--- src/rtl/alarm_controller_if.sv ---
// Alarm controller signal bundle: tick/arm/match/button inputs and sequencer outputs.
interface alarm_controller_if #(
  parameter int CNT_W = 9
);
  logic             tick_1hz;
  logic             arm;
  logic             match;
  logic             snooze;
  logic             stop;
  logic             alarm_enable;
  logic             buzzer;
  logic             ringing;
  logic             snoozing;
  logic [1:0]       snooze_count;
  logic [CNT_W-1:0] remaining;

  modport master (
    output tick_1hz, arm, match, snooze, stop,
    input  alarm_enable, buzzer, ringing, snoozing, snooze_count, remaining
  );

  modport slave (
    input  tick_1hz, arm, match, snooze, stop,
    output alarm_enable, buzzer, ringing, snoozing, snooze_count, remaining
  );
endinterface

--- src/rtl/alarm_controller.sv ---
// Alarm sequencer: arm/holdoff/ring/snooze/stop cycle with 1 s beep pattern.
// All outputs registered from next state; button presses and match act 1 cycle later.
module alarm_controller #(
  parameter int SNOOZE_SEC       = 300,
  parameter int RING_TIMEOUT_SEC = 60,
  parameter int MAX_SNOOZE       = 3,
  parameter int CNT_W            = 9
) (
  input  logic              clk_i,
  input  logic              reset_i,
  alarm_controller_if.slave bus
);

  typedef enum logic [2:0] {
    DISARMED = 3'd0,
    HOLDOFF  = 3'd1,
    ARMED    = 3'd2,
    RINGING  = 3'd3,
    SNOOZE   = 3'd4
  } state_t;

  localparam logic [CNT_W-1:0] RING_LAST  = CNT_W'(RING_TIMEOUT_SEC - 1);
  localparam logic [CNT_W-1:0] RING_MAX   = CNT_W'(RING_TIMEOUT_SEC);
  localparam logic [CNT_W-1:0] SNOOZE_LD  = CNT_W'(SNOOZE_SEC);
  localparam logic [1:0]       SNOOZE_CAP = 2'(MAX_SNOOZE);

  state_t           state_q, state_d;
  logic [CNT_W-1:0] ring_cnt_q, ring_cnt_d;
  logic [CNT_W-1:0] remaining_q, remaining_d;
  logic [1:0]       snz_cnt_q, snz_cnt_d;
  logic             phase_q, phase_d;
  logic             snz_btn_q, stop_btn_q;
  logic             alarm_enable_q, buzzer_q, ringing_q, snoozing_q;

  logic snz_press, stop_press, snz_left, timeout;

  assign snz_press  = bus.snooze & ~snz_btn_q;
  assign stop_press = bus.stop & ~stop_btn_q;
  assign snz_left   = (snz_cnt_q < SNOOZE_CAP);
  assign timeout    = bus.tick_1hz && (ring_cnt_q == RING_LAST);

  always_comb begin
    state_d     = state_q;
    ring_cnt_d  = ring_cnt_q;
    remaining_d = remaining_q;
    snz_cnt_d   = snz_cnt_q;
    phase_d     = phase_q;
    if (!bus.arm) begin
      state_d     = DISARMED;
      ring_cnt_d  = '0;
      remaining_d = '0;
      snz_cnt_d   = '0;
      phase_d     = 1'b0;
    end else begin
      unique case (state_q)
        DISARMED: begin
          state_d   = HOLDOFF;
          snz_cnt_d = '0;
        end
        // Waiting for a tick guarantees the matched second has passed.
        HOLDOFF: begin
          snz_cnt_d = '0;
          if (bus.tick_1hz) state_d = ARMED;
        end
        ARMED: begin
          if (bus.match) begin
            state_d    = RINGING;
            ring_cnt_d = '0;
            phase_d    = 1'b1;
          end
        end
        RINGING: begin
          if (stop_press) begin
            state_d   = HOLDOFF;
            snz_cnt_d = '0;
            phase_d   = 1'b0;
          end else if ((snz_press || timeout) && snz_left) begin
            state_d     = SNOOZE;
            snz_cnt_d   = snz_cnt_q + 2'd1;
            remaining_d = SNOOZE_LD;
            phase_d     = 1'b0;
          end else if (timeout) begin
            state_d   = HOLDOFF;
            snz_cnt_d = '0;
            phase_d   = 1'b0;
          end else if (bus.tick_1hz) begin
            phase_d = ~phase_q;
            if (ring_cnt_q != RING_MAX) ring_cnt_d = ring_cnt_q + CNT_W'(1);
          end
        end
        SNOOZE: begin
          if (stop_press) begin
            state_d     = HOLDOFF;
            remaining_d = '0;
            snz_cnt_d   = '0;
          end else if (bus.tick_1hz) begin
            if (remaining_q == CNT_W'(1)) begin
              state_d     = RINGING;
              remaining_d = '0;
              ring_cnt_d  = '0;
              phase_d     = 1'b1;
            end else if (remaining_q != '0) begin
              remaining_d = remaining_q - CNT_W'(1);
            end
          end
        end
        default: state_d = DISARMED;
      endcase
    end
  end

  always_ff @(posedge clk_i) begin
    if (reset_i) begin
      state_q        <= DISARMED;
      ring_cnt_q     <= '0;
      remaining_q    <= '0;
      snz_cnt_q      <= '0;
      phase_q        <= 1'b0;
      snz_btn_q      <= 1'b0;
      stop_btn_q     <= 1'b0;
      alarm_enable_q <= 1'b0;
      buzzer_q       <= 1'b0;
      ringing_q      <= 1'b0;
      snoozing_q     <= 1'b0;
    end else begin
      state_q        <= state_d;
      ring_cnt_q     <= ring_cnt_d;
      remaining_q    <= remaining_d;
      snz_cnt_q      <= snz_cnt_d;
      phase_q        <= phase_d;
      snz_btn_q      <= bus.snooze;
      stop_btn_q     <= bus.stop;
      alarm_enable_q <= (state_d == ARMED) || (state_d == RINGING);
      buzzer_q       <= (state_d == RINGING) && phase_d;
      ringing_q      <= (state_d == RINGING);
      snoozing_q     <= (state_d == SNOOZE);
    end
  end

  assign bus.alarm_enable = alarm_enable_q;
  assign bus.buzzer       = buzzer_q;
  assign bus.ringing      = ringing_q;
  assign bus.snoozing     = snoozing_q;
  assign bus.snooze_count = snz_cnt_q;
  assign bus.remaining    = remaining_q;

endmodule
--- src/flat_wrapper.sv ---
// flat-port wrapper written by rule: the top's interface ports become plain ports
module alarm_controller_flat 
#(
  parameter int SNOOZE_SEC       = 300,
  parameter int RING_TIMEOUT_SEC = 60,
  parameter int MAX_SNOOZE       = 3,
  parameter int CNT_W            = 9
)
  (clk_i, reset_i, bus_tick_1hz, bus_arm, bus_match, bus_snooze, bus_stop, bus_alarm_enable, bus_buzzer, bus_ringing, bus_snoozing, bus_snooze_count, bus_remaining);
  alarm_controller_if #(.CNT_W(CNT_W)) bus_i ();
  input  logic clk_i;
  input  logic reset_i;
  input wire logic [$bits(bus_i.tick_1hz)-1:0] bus_tick_1hz;
  input wire logic [$bits(bus_i.arm)-1:0] bus_arm;
  input wire logic [$bits(bus_i.match)-1:0] bus_match;
  input wire logic [$bits(bus_i.snooze)-1:0] bus_snooze;
  input wire logic [$bits(bus_i.stop)-1:0] bus_stop;
  output wire logic [$bits(bus_i.alarm_enable)-1:0] bus_alarm_enable;
  output wire logic [$bits(bus_i.buzzer)-1:0] bus_buzzer;
  output wire logic [$bits(bus_i.ringing)-1:0] bus_ringing;
  output wire logic [$bits(bus_i.snoozing)-1:0] bus_snoozing;
  output wire logic [$bits(bus_i.snooze_count)-1:0] bus_snooze_count;
  output wire logic [$bits(bus_i.remaining)-1:0] bus_remaining;
  assign bus_i.tick_1hz = bus_tick_1hz;
  assign bus_i.arm = bus_arm;
  assign bus_i.match = bus_match;
  assign bus_i.snooze = bus_snooze;
  assign bus_i.stop = bus_stop;
  assign bus_alarm_enable = bus_i.alarm_enable;
  assign bus_buzzer = bus_i.buzzer;
  assign bus_ringing = bus_i.ringing;
  assign bus_snoozing = bus_i.snoozing;
  assign bus_snooze_count = bus_i.snooze_count;
  assign bus_remaining = bus_i.remaining;
  alarm_controller #(.SNOOZE_SEC(SNOOZE_SEC), .RING_TIMEOUT_SEC(RING_TIMEOUT_SEC), .MAX_SNOOZE(MAX_SNOOZE), .CNT_W(CNT_W)) u_core (.clk_i(clk_i), .reset_i(reset_i), .bus(bus_i));
endmodule
--- config.mk ---
export PLATFORM = sky130hd
export DESIGN_NAME = alarm_controller_flat
export DESIGN_NICKNAME = d
export VERILOG_FILES = /design/src/rtl/alarm_controller_if.sv /design/src/rtl/alarm_controller.sv /design/src/flat_wrapper.sv
export SDC_FILE = /design/constraint.sdc
export NUM_CORES = 1
export LEC_CHECK = 0
export CAP_MARGIN = 0
export CORE_AREA = 2 2 73 75
export DETAILED_ROUTE_END_ITERATION = 16
export DIE_AREA = 0 0 75 77
export PLACE_DENSITY_LB_ADDON = 0.3
export SYNTH_ARGS = -nofsm -noshare
export SYNTH_HDL_FRONTEND = slang
export SYNTH_SLANG_ARGS = --single-unit
--- constraint.sdc ---
create_clock -name clk_i -period 1.9 [get_ports clk_i]
set_input_delay 0.19 -clock clk_i [delete_from_list [all_inputs] [get_ports clk_i]]
set_output_delay 0.19 -clock clk_i [all_outputs]
set_load 0.005 [all_outputs]
==> flow_summary.ini, run 1 <==
[final_layout]
final_core_util = 0.575
seqCellArea_sq_um = 607
fillers = 467
num_antenna_cells = 0
multi_input_area_sq_um = 1330
nets = 317
syn2layout_area_growth_pct = 47.3
layout_common_cells = 63 x buf_4, 25 x dfxtp_1, 24 x nor2_1
drive_gt1_frac = 0.348
final_common_cell = buf_4

[drt]
drc = 0
firstDrtPassIters = 4
vias = 2033
m1WireLength_um = 2400
drtAntennaViolNets = 0
dr.max_layer_used = met4
wl_per_cell_um = 14.3
drtIter0Drc = 146
wl_met3_um = 180
routed_wl_um = 5350
routed_via_density = 5.42
met2_length_um = 2670

[sta]
finalMaxSlewViolations = 0
post-route-period-util = 0.971
clock.fmax_mhz = 542
worst_pin_slew_ns = 0.426
layout_min_cycle_time_ns = 1.85
rsz0062_at_grt = true
setup_viol = 0
fin_skew_ns = 0.00533
slew_headroom = 0.714
setup_tns_ns = 0
finalHoldViolCount = 0

[clock_tree]
hold_buffers = 0
cts_buffer_depth = 2
cts_num_sinks = 30
cts-buffers-inserted = 5
clk_pin_slew_worst_paths_ns = 0.07
ctsHtreeMaxLevel = 2
cts_tree = yes
worstSkewPairLatency_ns = 0.28
cts-root-buf = clkbuf_8

[synthesis]
synthXorXnorAreaFrac = 0.00450
syn_avg_cell_area_sq_um = 8.72
ys_types = 70
synth_edf_count = 0
syn_area_sq_um = 1940
seq_area_frac_synth = 0.309
synth_compound_area_frac = 0.284
synth-main-ff-cell = dfxtp_1
synth.area.top_cells = dfxtp_1 31%, nor2_1 4.6%, ha_1 3.9%
ys_ff_latch = 30
synth_top_area_frac = 0.309
synth-simple-area-share = 0.297
muxShareOfSynthArea = 0.0109
synth_largest_area_cell = dfxtp_1
synthesis.nets = 236
async_flop_share = 0
synth_top_family_by_area = simple AND/OR/NAND/NOR gates
synth-adder-area-share = 0.0386
synth_cells = 223
synth.yosys.warnings = 0

[die]
die_h_um = 77
num_rows = 26
ios = 22
fp.dieW_um = 75
core_sq_um = 4980
dieArea_sq_um = 5780
start_util = 0.391

[power_and_ir_drop]
power-per-cell-area_nw_per_um2 = 493
power_leakage_nw = 1.12
vdd_drop_max_mv = 0.494

[place]
port_buffers = 21
gp_congestion = 0.917
dp_hpwl_um = 4090

[setup_path]
start_kind = register
crit_type = register to register
cp-end-kind = register
critPathRequiredTime_ns = 2.07
path_max_fanout = 8
arrival_ns = 2.02
regToRegEndpoint = u_core.ring_cnt_q[3]
reg2reg_slack_ns = 0.05
rr_startpoint = u_core.bus.remaining[2]
worstRegToRegCells = 6

[status]
outcome = finished, final reports clean

[worst_hold_path]
hold_class = primary input to register
worstHoldStart = bus_stop
hold_depth = 2
whs_endpoint = u_core.stop_btn_q

[grt]
grt_usage = 0.202
grt_pass1_vias = 2009
grt_max_degree = 13
globalRouteOverflowTotal = 0
antenna_found_initial = 0
grt_pass1_wl_um = 9220

[run]
maxCapViolCount = 0
[routing by layer]
metal / global-route usage / vias up
met2: 0.337 / 52
met4: 0.0750 / 0
met3: 0.0420 / 11
met5: 0 / -
met1: 0.249 / 962
li1: - / 1008
[worst max path at each step]
stage / cells after the start / startpoint / slack [ns] / to
after floorplan: 6 / u_core.ring_cnt_q[0] / 0.02 / u_core.bus.remaining[4]
after global placement: 6 / bus_tick_1hz / -0.23 / u_core.bus.snoozing
after detailed placement: 6 / bus_tick_1hz / -0.28 / u_core.bus.snoozing
after CTS: 7 / u_core.ring_cnt_q[1] / 0.01 / u_core.bus.buzzer
after global routing: 7 / u_core.bus.remaining[0] / -0.04 / u_core.ring_cnt_q[6]
final: 6 / u_core.bus.remaining[2] / 0.05 / u_core.ring_cnt_q[3]
[area by class of cell]
type,instances,area share
Multi-Input combinational cell,171,0.463
Timing Repair Buffer,85,0.242
Sequential cell,30,0.212
Tap cell,70,0.0306
Clock buffer,5,0.0240
Inverter,11,0.0144
Clock inverter,3,0.0140
[per-stage QoR]
stage | setup WS, ns | power, mW | instances | hold slack (ns) | instance area, sq um
global route | -0.0403 | 1.47 | 375 | 0.532 | 2860
finish | 0.0542 | 1.41 | 375 | 0.504 | 2860
detailed placement | -0.275 | 0.775 | 365 | 0.537 | 2640
floorplan | 0.0237 | 0.717 | 223 | 0.262 | 1940
CTS | 0.0106 | 1.42 | 373 | 0.507 | 2780
global placement | -0.233 | 0.774 | 365 | 0.535 | 2640
[power breakdown]
group          leakage, nW  total (mW)  switching, mW  internal (mW)
registers            0.245       0.642        0.00782          0.634
logic                0.818       0.126         0.0638         0.0627
clock network       0.0579       0.642          0.257          0.386
[logic make-up after synthesis]
logic type      count (synthesis)
simple gates                   98
compound gates                 64
flops                          30
buf+inv                        22
fa+ha+maj                       6
mux                             2
xor+xnor                        1
[critical path, stage by stage (launching register included)]
cell	delay, ns
dfxtp_1	0.33
nor4_4	0.46
buf_4	0.22
a311o_1	0.22
and2_4	0.21
nor2_1	0.05
mux2_2	0.25
[flip-flops by register name, summed over array words and instances (netlist names)]
signal / flops
u_core.bus.alarm_enable: 1
u_core.bus.buzzer: 1
u_core.bus.remaining: 9
u_core.bus.ringing: 1
u_core.bus.snooze_count: 2
u_core.bus.snoozing: 1
u_core.phase_q: 1
u_core.ring_cnt_q: 9
u_core.snz_btn_q: 1
u_core.state_q: 3
u_core.stop_btn_q: 1
[Yosys cell counts, types with 3 or more instances]
| master | number |
|---|---|
| a21oi_1 | 9 |
| a22o_1 | 4 |
| a31oi_1 | 4 |
| and2_1 | 3 |
| and3_1 | 3 |
| buf_6 | 3 |
| clkbuf_1 | 5 |
| dfxtp_1 | 30 |
| ha_1 | 6 |
| inv_1 | 11 |
| nand2_1 | 13 |
| nand2b_1 | 4 |
| nand3_1 | 11 |
| nand4_1 | 4 |
| nor2_1 | 24 |
| nor2b_1 | 7 |
| nor3_1 | 6 |
| nor3b_1 | 3 |
| o21a_1 | 3 |
| o21ai_0 | 4 |
| o21ai_1 | 3 |
| o31ai_1 | 3 |
[timing repair]
item / 4_1_cts / 5_1_grt
pin swaps: 1 / 7
buffers inserted: 0 / 2
endpoints found under the setup margin: 9 / 22
hold endpoints to repair: 0 / 0
resized for setup: 3 / 18
Power figures use the tool's default switching activity.
==> inputs of run 2 (changes only) <==
Settings changed: ABC_AREA set to 1, CORE_AREA 2 2 73 75 to 2 2 74 76, CTS_CLUSTER_SIZE set to 12, DIE_AREA 0 0 75 77 to 0 0 76 78.
==> run 2 against run 1 <==
Setup slack improved by 0.17 ns. Utilization fell by 8.3 points. Maximum frequency rose by 10%. Count of clock-buffer cells in the layout did not move. First-iteration DRC count fell by 53%. Largest power group unchanged.
==> flow_summary.ini, run 2 <==
[final_layout]
nets = 345
final_common_cell = nand2_1
num_antenna_cells = 0
final_area_sq_um = 2480
syn2layout_area_growth_pct = 23.3
layout_common_cells = 53 x nand2_1, 45 x nor2_1, 37 x nand3_1
multi_input_area_sq_um = 1260
seqCellArea_sq_um = 601
fillers = 522
drive_gt1_frac = 0.171

[die]
dieArea_sq_um = 5930
start_util = 0.399
num_rows = 26
die_h_um = 78
fp.dieW_um = 76
core_sq_um = 5040
ios = 22

[setup_path]
reg2reg_slack_ns = 0.22
rr_startpoint = u_core.ring_cnt_q[0]
critPathRequiredTime_ns = 2.08
arrival_ns = 1.86
cp-end-kind = register
path_max_fanout = 11
worstRegToRegCells = 10
start_kind = register
regToRegEndpoint = u_core.bus.remaining[5]
crit_type = register to register

[sta]
rsz0062_at_grt = false
layout_min_cycle_time_ns = 1.68
finalMaxSlewViolations = 0
finalHoldViolCount = 0
fin_skew_ns = 0.00401
clock.fmax_mhz = 597
setup_viol = 0
slew_headroom = 0.809
worst_pin_slew_ns = 0.285
post-route-period-util = 0.882
setup_tns_ns = 0

[synthesis]
async_flop_share = 0
synth.area.top_cells = dfxtp_1 30%, nand2_1 9.9%, nand3_1 9.2%
syn_avg_cell_area_sq_um = 6.75
synth_common_cells = 53 x nand2_1, 46 x nor2_1, 37 x nand3_1, 30 x dfxtp_1, 29 x inv_1
seq_area_frac_synth = 0.299
synth.yosys.warnings = 0
synth-main-ff-cell = dfxtp_1
ys_ff_latch = 30
synth_top_area_frac = 0.299
synth_largest_area_cell = dfxtp_1
synth_edf_count = 0
synth_cells = 298
ys_types = 29
syn_area_sq_um = 2010
synth.most_common_cell = nand2_1
synthesis.nets = 311

[power_and_ir_drop]
sequentialPowerShare = 0.463
switching_power_uw = 318
power_leakage_nw = 1.00
power-per-cell-area_nw_per_um2 = 555
combPwrFrac = 0.074
p_int_mw = 1.06
vdd_drop_max_mv = 0.425
clkPwrFrac = 0.462
sw_frac_of_total = 0.231

[grt]
grt_max_degree = 19
grt_pass1_wl_um = 8340
antenna_found_initial = 0
grt_usage = 0.172
globalRouteOverflowTotal = 0
grt_pass1_vias = 1853

[run]
maxCapViolCount = 0

[drt]
wl_per_cell_um = 11.6
drtAntennaViolNets = 0
routed_via_density = 4.83
drc = 0
drtIter0Drc = 68
routed_wl_um = 4680
vias = 1947
firstDrtPassIters = 5

[clock_tree]
cts_tree = yes
cts-buffers-inserted = 5
cts_num_sinks = 30
cts_buffer_depth = 2
ctsHtreeMaxLevel = 2
worstSkewPairLatency_ns = 0.29
post_cts.repair.setup_buffers = 0
clk_pin_slew_worst_paths_ns = 0.07
cts-root-buf = clkbuf_8

[status]
outcome = finished, final reports clean

[worst_hold_path]
whs_endpoint = u_core.snz_btn_q
hold_depth = 3
hold_class = primary input to register
worstHoldStart = bus_snooze

[place]
dp_hpwl_um = 3540
placed_area_sq_um = 2360
port_buffers = 21
gp_congestion = 0.882
## run 2: cell count changes after synthesis, sizes merged, moves of 7 or more
cell,change
o21ai,+7
nand3,+30
nor2,+32
inv,+24
a21oi,+10
nor2b,-7
nand2,+53
## run 2: power by group through the flow
| stage | registers (mW) | logic [mW] | clock network (mW) |
|---|---|---|---|
| after global placement | 0.653 | 0.101 | 0 |
| final | 0.639 | 0.102 | 0.637 |
| after CTS | 0.639 | 0.102 | 0.654 |
| after detailed placement | 0.653 | 0.101 | 0 |
| after global routing | 0.639 | 0.114 | 0.681 |
| after floorplan | 0.653 | 0.0608 | 0 |
## run 2: kinds of logic (layout without fill, tap and decap cells)
logic type | after synthesis | after routing | synth area share
adder cells (fa/ha/maj) | 6 | 6 | 0.0373
buffers and inverters | 41 | 76 | 0.0808
AO/OA/AOI/OAI | 35 | 35 | 0.0939
AND/OR/NAND/NOR | 179 | 179 | 0.459
XOR/XNOR | 7 | 7 | 0.0305
flip-flops | 30 | 30 | 0.299
## run 2: per-stage QoR
step	setup WS [ns]	power [mW]	util	std cells	hold slack, ns
floorplan	0.387	0.713	-	298	0.310
global placement	0.103	0.754	0.468	395	0.472
detailed placement	0.0607	0.754	0.468	395	0.470
CTS	0.130	1.39	0.490	403	0.434
global route	0.0495	1.43	0.492	403	0.451
finish	0.225	1.38	0.492	403	0.440
## run 2: per-layer routing
| metal | GRT usage | wire length [um] |
|---|---|---|
| met1 | 0.219 | 2270 |
| met2 | 0.290 | 2210 |
| met3 | 0.0360 | 147 |
| met4 | 0.0582 | 53 |
| met5 | 0 | 0 |
## run 2: worst max-delay path by stage
stage | from | endpoint | slack, ns | depth (start not counted)
finish | u_core.ring_cnt_q[0] | u_core.bus.remaining[5] | 0.22 | 10
global route | u_core.ring_cnt_q[0] | u_core.bus.remaining[5] | 0.05 | 11
CTS | u_core.ring_cnt_q[0] | u_core.bus.remaining[2] | 0.13 | 10
detailed placement | bus_snooze | u_core.bus.remaining[5] | 0.06 | 9
global placement | bus_snooze | u_core.bus.remaining[5] | 0.10 | 9
floorplan | u_core.ring_cnt_q[0] | u_core.bus.remaining[5] | 0.39 | 11
## run 2: final cells by class
cell class | count | area share
multi-input combinational | 227 | 0.508
clock inverter | 3 | 0.0161
timing repair buffer | 31 | 0.115
tap | 70 | 0.0353
clock buffer | 5 | 0.0277
sequential | 30 | 0.242
inverter | 37 | 0.0560
## run 2: worst max-delay path, cell delays in order (launching register included)
cell and delay [ns]:
dfxtp_1 0.40, ha_1 0.23, nand3_1 0.09, nor2_1 0.12, nand2_2 0.09, nand2_2 0.10
nand2_2 0.08, nand2_2 0.10, nand4_4 0.17, nor2_1 0.15, nor2_1 0.05
## run 2: what timing repair did
item,in CTS,in global routing
endpoints found under the setup margin,0,10
gates resized for setup,0,2
hold buffers,0,0
==> inputs of run 3 (changes only) <==
Settings changed: CELL_PAD_IN_SITES_DETAIL_PLACEMENT set to 1, CELL_PAD_IN_SITES_GLOBAL_PLACEMENT set to 1, CORE_AREA 2 2 74 76 to 2 2 78 80, DIE_AREA 0 0 76 78 to 0 0 80 82.
==> run 3 against run 2 <==
Global-route usage increased by 1.4 points. Non-clock buffer count rose by 1. Critical path type unchanged. Critical path depth unchanged. Highest routed layer unchanged. Critical endpoint is now u_core.bus.remaining[1]. Sequential power is essentially flat. Utilization shrank 6.1 points. Clock skew is 0.0048 ns higher. Maximum frequency is 0.82% lower.
==> flow_summary.ini, run 3 (synthesized netlist as in run 2, its figures left out) <==
[drt]
drtIter0Drc = 75
wl_per_cell_um = 13.3
drc = 0
routed_wl_um = 5430
vias = 2002
routed_via_density = 4.89
firstDrtPassIters = 4
drtAntennaViolNets = 0

[run]
maxCapViolCount = 0

[clock_tree]
postCtsResizedCells = 0
cts_num_sinks = 30
hold_buffers = 0
cts_tree = yes
ctsHtreeMaxLevel = 2
clk_pin_slew_worst_paths_ns = 0.06
cts-buffers-inserted = 5
cts_buffer_depth = 2
post_cts.repair.setup_buffers = 0
worstSkewPairLatency_ns = 0.28
cts-root-buf = clkbuf_8

[power_and_ir_drop]
switching_power_uw = 306
combPwrFrac = 0.081
p_int_uw = 967
power_leakage_nw = 0.996
vdd_drop_max_mv = 0.343
sequentialPowerShare = 0.502
power-per-cell-area_nw_per_um2 = 514
clkPwrFrac = 0.417
sw_frac_of_total = 0.241

[sta]
fin_skew_ns = 0.00883
rsz0062_at_grt = true
slew_headroom = 0.766
setup_viol = 0
finalMaxSlewViolations = 0
clock.fmax_mhz = 592
setup_tns_ns = 0
finalHoldViolCount = 0
post-route-period-util = 0.889
layout_min_cycle_time_ns = 1.69
worst_pin_slew_ns = 0.350

[grt]
met1_usage = 0.244
grt_max_degree = 19
grt_busiest_layer = met2
grt_use_met3 = 0.0319
grt_pass1_vias = 2013
globalRouteOverflowTotal = 0
use_met2 = 0.318
grt_usage = 0.186
antenna_found_initial = 0
grt_pass1_wl_um = 9560

[final_layout]
nets = 346
final_core_util = 0.431
final_common_cell = nand2_1
num_antenna_cells = 0
syn2layout_area_growth_pct = 23.1
fin_cells = 409
drive_gt1_frac = 0.171
layout_common_cells = 53 x nand2_1, 46 x nor2_1, 37 x nand3_1

[setup_path]
critPathRequiredTime_ns = 2.10
start_kind = register
cp-end-kind = register
path_max_fanout = 7
rr_startpoint = u_core.bus.remaining[1]
crit_type = register to register
arrival_ns = 1.89
critPathLaunch = u_core.bus.remaining[1]

[die]
ios = 22
dieArea_sq_um = 6560
num_rows = 28
die_h_um = 82
core_sq_um = 5750
fp.dieW_um = 80
start_util = 0.350

[place]
port_buffers = 21
gp_congestion = 0.822
dpl.cell_count = 401
dp_hpwl_um = 4270

[worst_hold_path]
hold_class = primary input to register
worstHoldStart = bus_snooze

[status]
outcome = finished, final reports clean
==> run 3: cell count changes in the layout (fill, tap and decap cells not counted), sizes merged <==
cell / delta
bufinv: -1
buf: +1
clkbuf: +2
clkinv: -1
==> run 3: worst max-delay path, stage by stage (launching register included) <==
cell and delay, ns:
dfxtp_1 0.33, inv_1 0.08, ha_1 0.14, inv_1 0.05, nor2_1 0.11, nand4_1 0.19
nand3_2 0.18, nand2_2 0.07, nor2_4 0.19, nand3_1 0.10, a21oi_1 0.17
==> run 3: power groups by stage <==
stage | sequential (mW) | clock (mW) | combinational, mW
3_3_place_gp | 0.653 | 0 | 0.102
6_report | 0.639 | 0.531 | 0.104
2_1_floorplan | 0.653 | 0 | 0.0608
5_1_grt | 0.639 | 0.593 | 0.115
4_1_cts | 0.639 | 0.557 | 0.105
3_5_place_dp | 0.653 | 0 | 0.104
==> run 3: final timing paths <==
kind,endpoint,slack [ns],cells after the start
worst min register to register,u_core.bus.snooze_count[1],0.49,2
worst max-delay path,u_core.bus.remaining[1],0.21,10
worst min-delay path,u_core.snz_btn_q,0.44,3
worst max register to register,u_core.bus.remaining[1],0.21,10
==> run 3: metrics by stage <==
| stage | area [sq um] | setup WS (ns) | hold WS (ns) | total power [mW] |
|---|---|---|---|---|
| 2_1_floorplan | 2010 | 0.387 | 0.310 | 0.713 |
| 3_3_place_gp | 2370 | 0.0223 | 0.470 | 0.755 |
| 3_5_place_dp | 2370 | -0.00117 | 0.483 | 0.757 |
| 4_1_cts | 2470 | 0.0588 | 0.435 | 1.30 |
| 5_1_grt | 2480 | -0.0125 | 0.457 | 1.35 |
| 6_report | 2480 | 0.211 | 0.443 | 1.27 |
==> run 3: routing by layer <==
metal | wire, um | share of wire | vias to the layer above
met4 | 46 | 0.0085 | 0
met2 | 2610 | 0.48 | 26
li1 | - | - | 1033
met1 | 2650 | 0.49 | 937
met3 | 135 | 0.025 | 6
met5 | 0 | 0 | -
==> run 3: cell type report <==
type,count,area [sq um]
flip-flops and latches,30,602
repair buffers,32,293
well taps,75,93.8
multi-input cells,227,1260
fillers,770,3270
inverters,37,139
clock inverters,1,5.00
clock buffers,7,86.3
